## src/rtl/mac_feeder.sv

```systemverilog
// -----------------------------------------------------------------------------
// mac_feeder
//
// Initiator-side sequencer for one MAC unit in the matrix-vector datapath.
// It accepts a job (start + len) and clears the MAC accumulator. It then
// streams len operand pairs from a valid/ready source onto the MAC En/Ain/Bin
// pins. A zero-operand flush beat follows, so the product held in the MAC's
// one-stage product register is added and the register is reloaded with 0.
// Finally the dot product is returned on a valid/ready result port.
//
// Ports
//   clk        clock, all logic on posedge
//   rst_n      asynchronous active-low reset
//   start      job request, sampled only in IDLE
//   len        number of operand pairs, captured together with start
//   busy       high in every state except IDLE
//   in_valid   operand pair valid
//   in_ready   feeder accepts the pair this cycle (state RUN)
//   a_in/b_in  operand pair
//   mac_en     MAC enable (registered)
//   mac_clr    MAC accumulator clear (registered)
//   mac_a/b    MAC operands (registered, forced to 0 whenever mac_en is 0)
//   mac_cout   MAC accumulator value
//   res_valid  result valid (registered)
//   res_ready  result consumer ready
//   res_data   captured dot product (registered, held while res_valid)
// -----------------------------------------------------------------------------
module mac_feeder #(
  parameter int DATA_WIDTH = 8,
  parameter int LEN_WIDTH  = 8
) (
  input  logic                    clk,
  input  logic                    rst_n,
  input  logic                    start,
  input  logic [LEN_WIDTH-1:0]    len,
  output logic                    busy,
  input  logic                    in_valid,
  output logic                    in_ready,
  input  logic [DATA_WIDTH-1:0]   a_in,
  input  logic [DATA_WIDTH-1:0]   b_in,
  output logic                    mac_en,
  output logic                    mac_clr,
  output logic [DATA_WIDTH-1:0]   mac_a,
  output logic [DATA_WIDTH-1:0]   mac_b,
  input  logic [3*DATA_WIDTH-1:0] mac_cout,
  output logic                    res_valid,
  input  logic                    res_ready,
  output logic [3*DATA_WIDTH-1:0] res_data
);

  localparam int RES_WIDTH = 3 * DATA_WIDTH;

  typedef enum logic [2:0] {
    S_IDLE  = 3'd0,
    S_CLEAR = 3'd1,
    S_RUN   = 3'd2,
    S_FLUSH = 3'd3,
    S_WAIT  = 3'd4,
    S_DONE  = 3'd5
  } state_t;

  state_t                  state_q,     state_d;
  logic [LEN_WIDTH-1:0]    len_q,       len_d;
  logic [LEN_WIDTH-1:0]    cnt_q,       cnt_d;
  logic                    mac_en_q,    mac_en_d;
  logic                    mac_clr_q,   mac_clr_d;
  logic [DATA_WIDTH-1:0]   mac_a_q,     mac_a_d;
  logic [DATA_WIDTH-1:0]   mac_b_q,     mac_b_d;
  logic                    res_valid_q, res_valid_d;
  logic [RES_WIDTH-1:0]    res_data_q,  res_data_d;

  logic [LEN_WIDTH-1:0]    cnt_inc;
  logic                    in_hs;

  assign cnt_inc  = cnt_q + {{(LEN_WIDTH-1){1'b0}}, 1'b1};
  assign in_ready = (state_q == S_RUN);
  assign busy     = (state_q != S_IDLE);
  assign in_hs    = in_valid && in_ready;

  // ---------------------------------------------------------------------------
  // Next-state and registered-output logic.
  //
  // MAC pipeline timing (one product stage):
  //   cycle L   : last pair handshake in RUN
  //   cycle L+1 : last pair on MAC pins (state FLUSH issues the flush beat)
  //   cycle L+2 : flush beat 0/0 on MAC pins (state WAIT); the MAC adds the
  //               last product at the end of this cycle
  //   cycle L+3 : mac_cout is final; first DONE cycle captures it
  //   cycle L+4 : res_valid high with the captured value
  // For a zero-length job there is no pending pair, so CLEAR issues the flush
  // beat itself and goes straight to WAIT. The clear and the flush then land
  // in consecutive cycles and the result appears 4 cycles after start.
  // ---------------------------------------------------------------------------
  always_comb begin
    state_d     = state_q;
    len_d       = len_q;
    cnt_d       = cnt_q;
    mac_en_d    = 1'b0;
    mac_clr_d   = 1'b0;
    mac_a_d     = '0;
    mac_b_d     = '0;
    res_valid_d = res_valid_q;
    res_data_d  = res_data_q;

    case (state_q)
      S_IDLE: begin
        if (start) begin
          len_d     = len;
          cnt_d     = '0;
          mac_clr_d = 1'b1;
          state_d   = S_CLEAR;
        end
      end

      S_CLEAR: begin
        if (len_q != '0) begin
          state_d = S_RUN;
        end else begin
          // Zero-length job: the flush beat follows the clear directly.
          mac_en_d = 1'b1;
          state_d  = S_WAIT;
        end
      end

      S_RUN: begin
        if (in_hs) begin
          mac_en_d = 1'b1;
          mac_a_d  = a_in;
          mac_b_d  = b_in;
          cnt_d    = cnt_inc;
          // Compare against the captured length, not the live len input.
          if (cnt_inc == len_q) begin
            state_d = S_FLUSH;
          end
        end
      end

      S_FLUSH: begin
        // Zero operands: adds the last product and leaves the product stage
        // at 0, so the next job starts from a clean pipeline.
        mac_en_d = 1'b1;
        state_d  = S_WAIT;
      end

      S_WAIT: begin
        state_d = S_DONE;
      end

      S_DONE: begin
        if (!res_valid_q) begin
          // First DONE cycle: the flush add has landed in mac_cout.
          res_valid_d = 1'b1;
          res_data_d  = mac_cout;
        end else if (res_ready) begin
          // start is deliberately not looked at here.
          res_valid_d = 1'b0;
          state_d     = S_IDLE;
        end
      end

      default: begin
        state_d = S_IDLE;
      end
    endcase
  end

  always_ff @(posedge clk or negedge rst_n) begin
    if (!rst_n) begin
      state_q     <= S_IDLE;
      len_q       <= '0;
      cnt_q       <= '0;
      mac_en_q    <= 1'b0;
      mac_clr_q   <= 1'b0;
      mac_a_q     <= '0;
      mac_b_q     <= '0;
      res_valid_q <= 1'b0;
      res_data_q  <= '0;
    end else begin
      state_q     <= state_d;
      len_q       <= len_d;
      cnt_q       <= cnt_d;
      mac_en_q    <= mac_en_d;
      mac_clr_q   <= mac_clr_d;
      mac_a_q     <= mac_a_d;
      mac_b_q     <= mac_b_d;
      res_valid_q <= res_valid_d;
      res_data_q  <= res_data_d;
    end
  end

  assign mac_en    = mac_en_q;
  assign mac_clr   = mac_clr_q;
  assign mac_a     = mac_a_q;
  assign mac_b     = mac_b_q;
  assign res_valid = res_valid_q;
  assign res_data  = res_data_q;

endmodule

```

## config.mk

```make
export PLATFORM = sky130hd
export DESIGN_NAME = mac_feeder
export DESIGN_NICKNAME = d
export VERILOG_FILES = /design/src/rtl/mac_feeder.sv
export SDC_FILE = /design/constraint.sdc
export NUM_CORES = 1
export LEC_CHECK = 0
export ABC_AREA = 1
export BUFFER_PORTS_ARGS = -buffer_cell sky130_fd_sc_hd__buf_2
export CORE_MARGIN = 2
export CORE_UTILIZATION = 49
export DETAILED_ROUTE_END_ITERATION = 12
export PLACE_DENSITY = 0.79
export SLEW_MARGIN = 5
export SYNTH_ARGS = -nofsm -noshare
export SYNTH_HDL_FRONTEND = slang
export SYNTH_SLANG_ARGS = --single-unit
```

## constraint.sdc

```tcl
create_clock -name clk -period 1.8 [get_ports clk]
set_clock_uncertainty 0.15 [all_clocks]
set_input_delay 0.27 -clock clk [delete_from_list [all_inputs] [get_ports clk]]
set_output_delay 0.27 -clock clk [all_outputs]
set_load 0.05 [all_outputs]
```

==> impl_metrics.ini <==
[critical_path]
end_kind = output pin
worst_ep_arrival_time_ns = 1.37
cp.required_ns = 1.38
cpMaxStageDelayCell = dfrtp_1
reg2reg_slack_ns = 0.15
path_cells = inv_1 -> nand3_1 -> inv_2 -> buf_6
worst-setup-path-type = flip-flop to output pin
ff2ff_path_depth = 6
crit_fanout = 6
critPathMaxStageDelay_ns = 0.41
rr_endpoint = res_data[14]
cp-start-kind = flip-flop
r2r-start = state_q[0]

[drt]
drc = 0
first_pass_iters = 4
wl_met1_mm = 2.66
wl_met3_microns = 428
postRouteAntennaNets = 0
drtIter0Drc = 82
vias = 2304
routed_wl_mm = 6.23
post_drt_wl_per_cell_microns = 13.0
wl_met2_mm = 3.00
highest-signal-layer = met4
vias_per_cell = 4.82

[yosys]
syn_nets = 322
synth_seq_area_share = 0.559
yosysUniqueCellTypes = 29
yosysWarnings = 0
syn_area_sq_um = 2770
yosys_register_bits = 62
syn_inst = 268
syn_avg_cell_area_sq_um = 10.4

[worst_hold_path]
worstHoldPathType = primary input to flip-flop
holdCritStartpoint = mac_cout[6]
hold_depth = 2
min_to = res_data[6]

[power]
p_sw_mw = 3.05
pwr-share-comb = 0.482
p_leak_nw = 2.14
power_mw = 6.81
pwr-share-seq = 0.320
p_int_mw = 3.76
switching_share = 0.448
pwr-share-clk = 0.198
ir_worst_vdd_v = 0.00112
powerDensity_nw_per_um2 = 1760

[grt]
antenna_found_initial = 0
grt_pass1_wl_mm = 10.0
globalRouteTotalUtil = 0.209
overflow = 0
grt_max_degree = 25
grt_pass1_vias = 2268

[clock_network]
clk_latency_ns = 0.33
htree_levels = 3
cts_buffers = 9
clkSinkCount = 62
clk_pin_slew_ns = 0.07
root_buffer = clkbuf_8
cts_tree = built
clk_path_buf_depth = 2

[placement]
port_buffers = 97
dp_hpwl_mm = 4.25
gp_congestion = 0.830
dp_cells = 436
post-place-ws_ns = 0.0559
postPlaceCellArea_sq_um = 3370

[layout]
layout-drive-gt1-share = 0.409
antenna_cells = 0
fillers = 396
fin_cells = 478
fin_area_sq_um = 3870
fin_nets = 455
area_delta_synth_final_pct = 39.6

[timing]
finalHoldViolations = 0
min_period_ns = 1.79
fin_crit_sh = 0.993
rsz0062_at_grt = true
max_freq_mhz = 559
finalSetupViolCount = 0
drv_slew = 0
relSlewSlack = 0.626
worstMarginPinSlew_ns = 0.561
setup_tns_ns = 0
worst_slack_ns = 0.0120

[floorplanning]
ios = 98
fp.coreArea_sq_um = 5470
die_width_microns = 79.2
die-area_sq_um = 6280
start_util = 0.507
rows = 27
die_y_microns = 79.2

[status]
status = completed

[job]
maxCapViolCount = 0
-- per-layer routing --
metal,track usage,vias up
met4,0.0983,0
met1,0.263,1068
met2,0.347,99
met3,0.0398,17
li1,-,1120
met5,0,-
-- power by group through the flow --
stage                     Sequential [mW]  Combinational (mW)  Clock [mW]
after CTS                            2.16                3.23        1.37
after global placement               2.16                3.13           0
final                                2.18                3.28        1.35
after floorplan                      3.39                1.24           0
after global routing                 2.23                3.51        1.45
after detailed placement             2.18                3.17           0
-- cell families (layout without fill, tap and decap cells) --
kind of cell,Yosys count,after routing,synth area share
multiplexers,24,24,0.124
AND/OR/NAND/NOR,105,105,0.182
AO/OA/AOI/OAI,25,25,0.0505
flip-flops,62,62,0.559
adder cells (fa/ha/maj),1,1,0.00451
XOR/XNOR,2,2,0.00632
buffers and inverters,49,187,0.0731
-- layout make-up --
| type | instances | area [sq um] | area share |
|---|---|---|---|
| multi-input combinational | 157 | 1040 | 0.268 |
| clock buffer | 10 | 138 | 0.0355 |
| inverter | 44 | 165 | 0.0426 |
| sequential | 62 | 1550 | 0.401 |
| timing repair buffer | 127 | 805 | 0.208 |
| clock inverter | 6 | 85.1 | 0.0220 |
| tap | 72 | 90.1 | 0.0233 |
-- registers in the layout (all words and copies together), names as in the netlist, 3 cells and up --
| name | cells |
|---|---|
| res_data | 24 |
| cnt_q | 8 |
| len_q | 8 |
| mac_a | 8 |
| mac_b | 8 |
| state_q | 3 |
-- worst max path at each step --
stage | startpoint | to | slack (ns) | cells past startpoint
5_1_grt | state_q[2] | in_ready | -0.08 | 4
3_5_place_dp | cnt_q[0] | state_q[0] | 0.06 | 12
2_1_floorplan | res_valid | res_data[0] | 0.15 | 4
3_3_place_gp | cnt_q[0] | state_q[0] | 0.15 | 13
6_report | state_q[2] | in_ready | 0.01 | 4
4_1_cts | state_q[2] | in_ready | 0.002 | 4
-- cells in the mapped netlist --
library cell / instances / area, sq um
dfrtp_1: 62 / 1550
nand2_1: 42 / 158
inv_1: 39 / 146
nor2_1: 25 / 93.8
mux2_4: 20 / 300
nand3_1: 20 / 100
o21ai_0: 12 / 60.1
o22ai_1: 6 / 37.5
inv_2: 5 / 18.8
a21oi_1: 4 / 20.0
mux2_2: 4 / 45.0
nand2_2: 4 / 25.0
buf_2: 3 / 15.0
nor2_2: 3 / 18.8
nor2_4: 3 / 33.8
buf_6: 2 / 22.5
nand4_1: 2 / 12.5
a21oi_2: 1 / 8.76
and2_4: 1 / 8.76
ha_1: 1 / 12.5
nand2_4: 1 / 11.3
nand3_2: 1 / 10.0
nand3b_1: 1 / 7.51
nor2_8: 1 / 20.0
nor3_1: 1 / 5.00
o21ai_1: 1 / 5.00
o21ai_2: 1 / 8.76
xnor2_1: 1 / 8.76
xor2_1: 1 / 8.76
-- what timing repair did --
action,CTS,global route
resized for setup,2,6
buffers inserted,0,2
hold buffers,24,0
hold endpoints to repair,43,0
setup endpoints to repair,1,3
pin swaps,0,1
-- through the flow --
stage / utilization / hold slack (ns)
floorplan: - / -0.176
global placement: 0.615 / 0.132
detailed placement: 0.615 / 0.131
CTS: 0.701 / 0.000223
global route: 0.708 / 0.000877
finish: 0.708 / 0.0181
-- worst max-delay path: cells and delay by family, from the launching register on --
family	cells	cell delay (ns)
buf+inv	3	0.46
flops	1	0.41
simple gates	1	0.17
-- placed cells by master, fill, tap and decap left out --
| master | Yosys | layout |
|---|---|---|
| buf_2 | 3 | 95 |
| dfrtp_1 | 62 | 61 |
| nand2_1 | 42 | 42 |
| inv_1 | 39 | 39 |
| nor2_1 | 25 | 25 |
| dlygate4sd3_1 | 0 | 24 |
| nand3_1 | 20 | 20 |
| mux2_4 | 20 | 20 |
| o21ai_0 | 12 | 12 |
| clkbuf_8 | 0 | 10 |
| o22ai_1 | 6 | 6 |
| inv_2 | 5 | 5 |
| buf_4 | 0 | 5 |
| a21oi_1 | 4 | 4 |
| mux2_2 | 4 | 4 |
| nor2_2 | 3 | 3 |
| nor2_4 | 3 | 3 |
| nand2_2 | 4 | 3 |
| nand4_1 | 2 | 2 |
| nand2_4 | 1 | 2 |
| clkinvlp_4 | 0 | 2 |
| clkinv_2 | 0 | 2 |
| bufinv_16 | 0 | 2 |
| buf_12 | 0 | 2 |
| nor3_1 | 1 | 1 |
| nand3b_1 | 1 | 1 |
| nand3_2 | 1 | 1 |
| nor2_8 | 1 | 1 |
| o21ai_2 | 1 | 1 |
| and2_4 | 1 | 1 |
| xor2_1 | 1 | 1 |
| xnor2_1 | 1 | 1 |
| a21oi_2 | 1 | 1 |
| o21ai_1 | 1 | 1 |
| ha_4 | 0 | 1 |
| dfrtp_2 | 0 | 1 |
| buf_6 | 2 | 1 |
(Power assumes the default switching activity.)
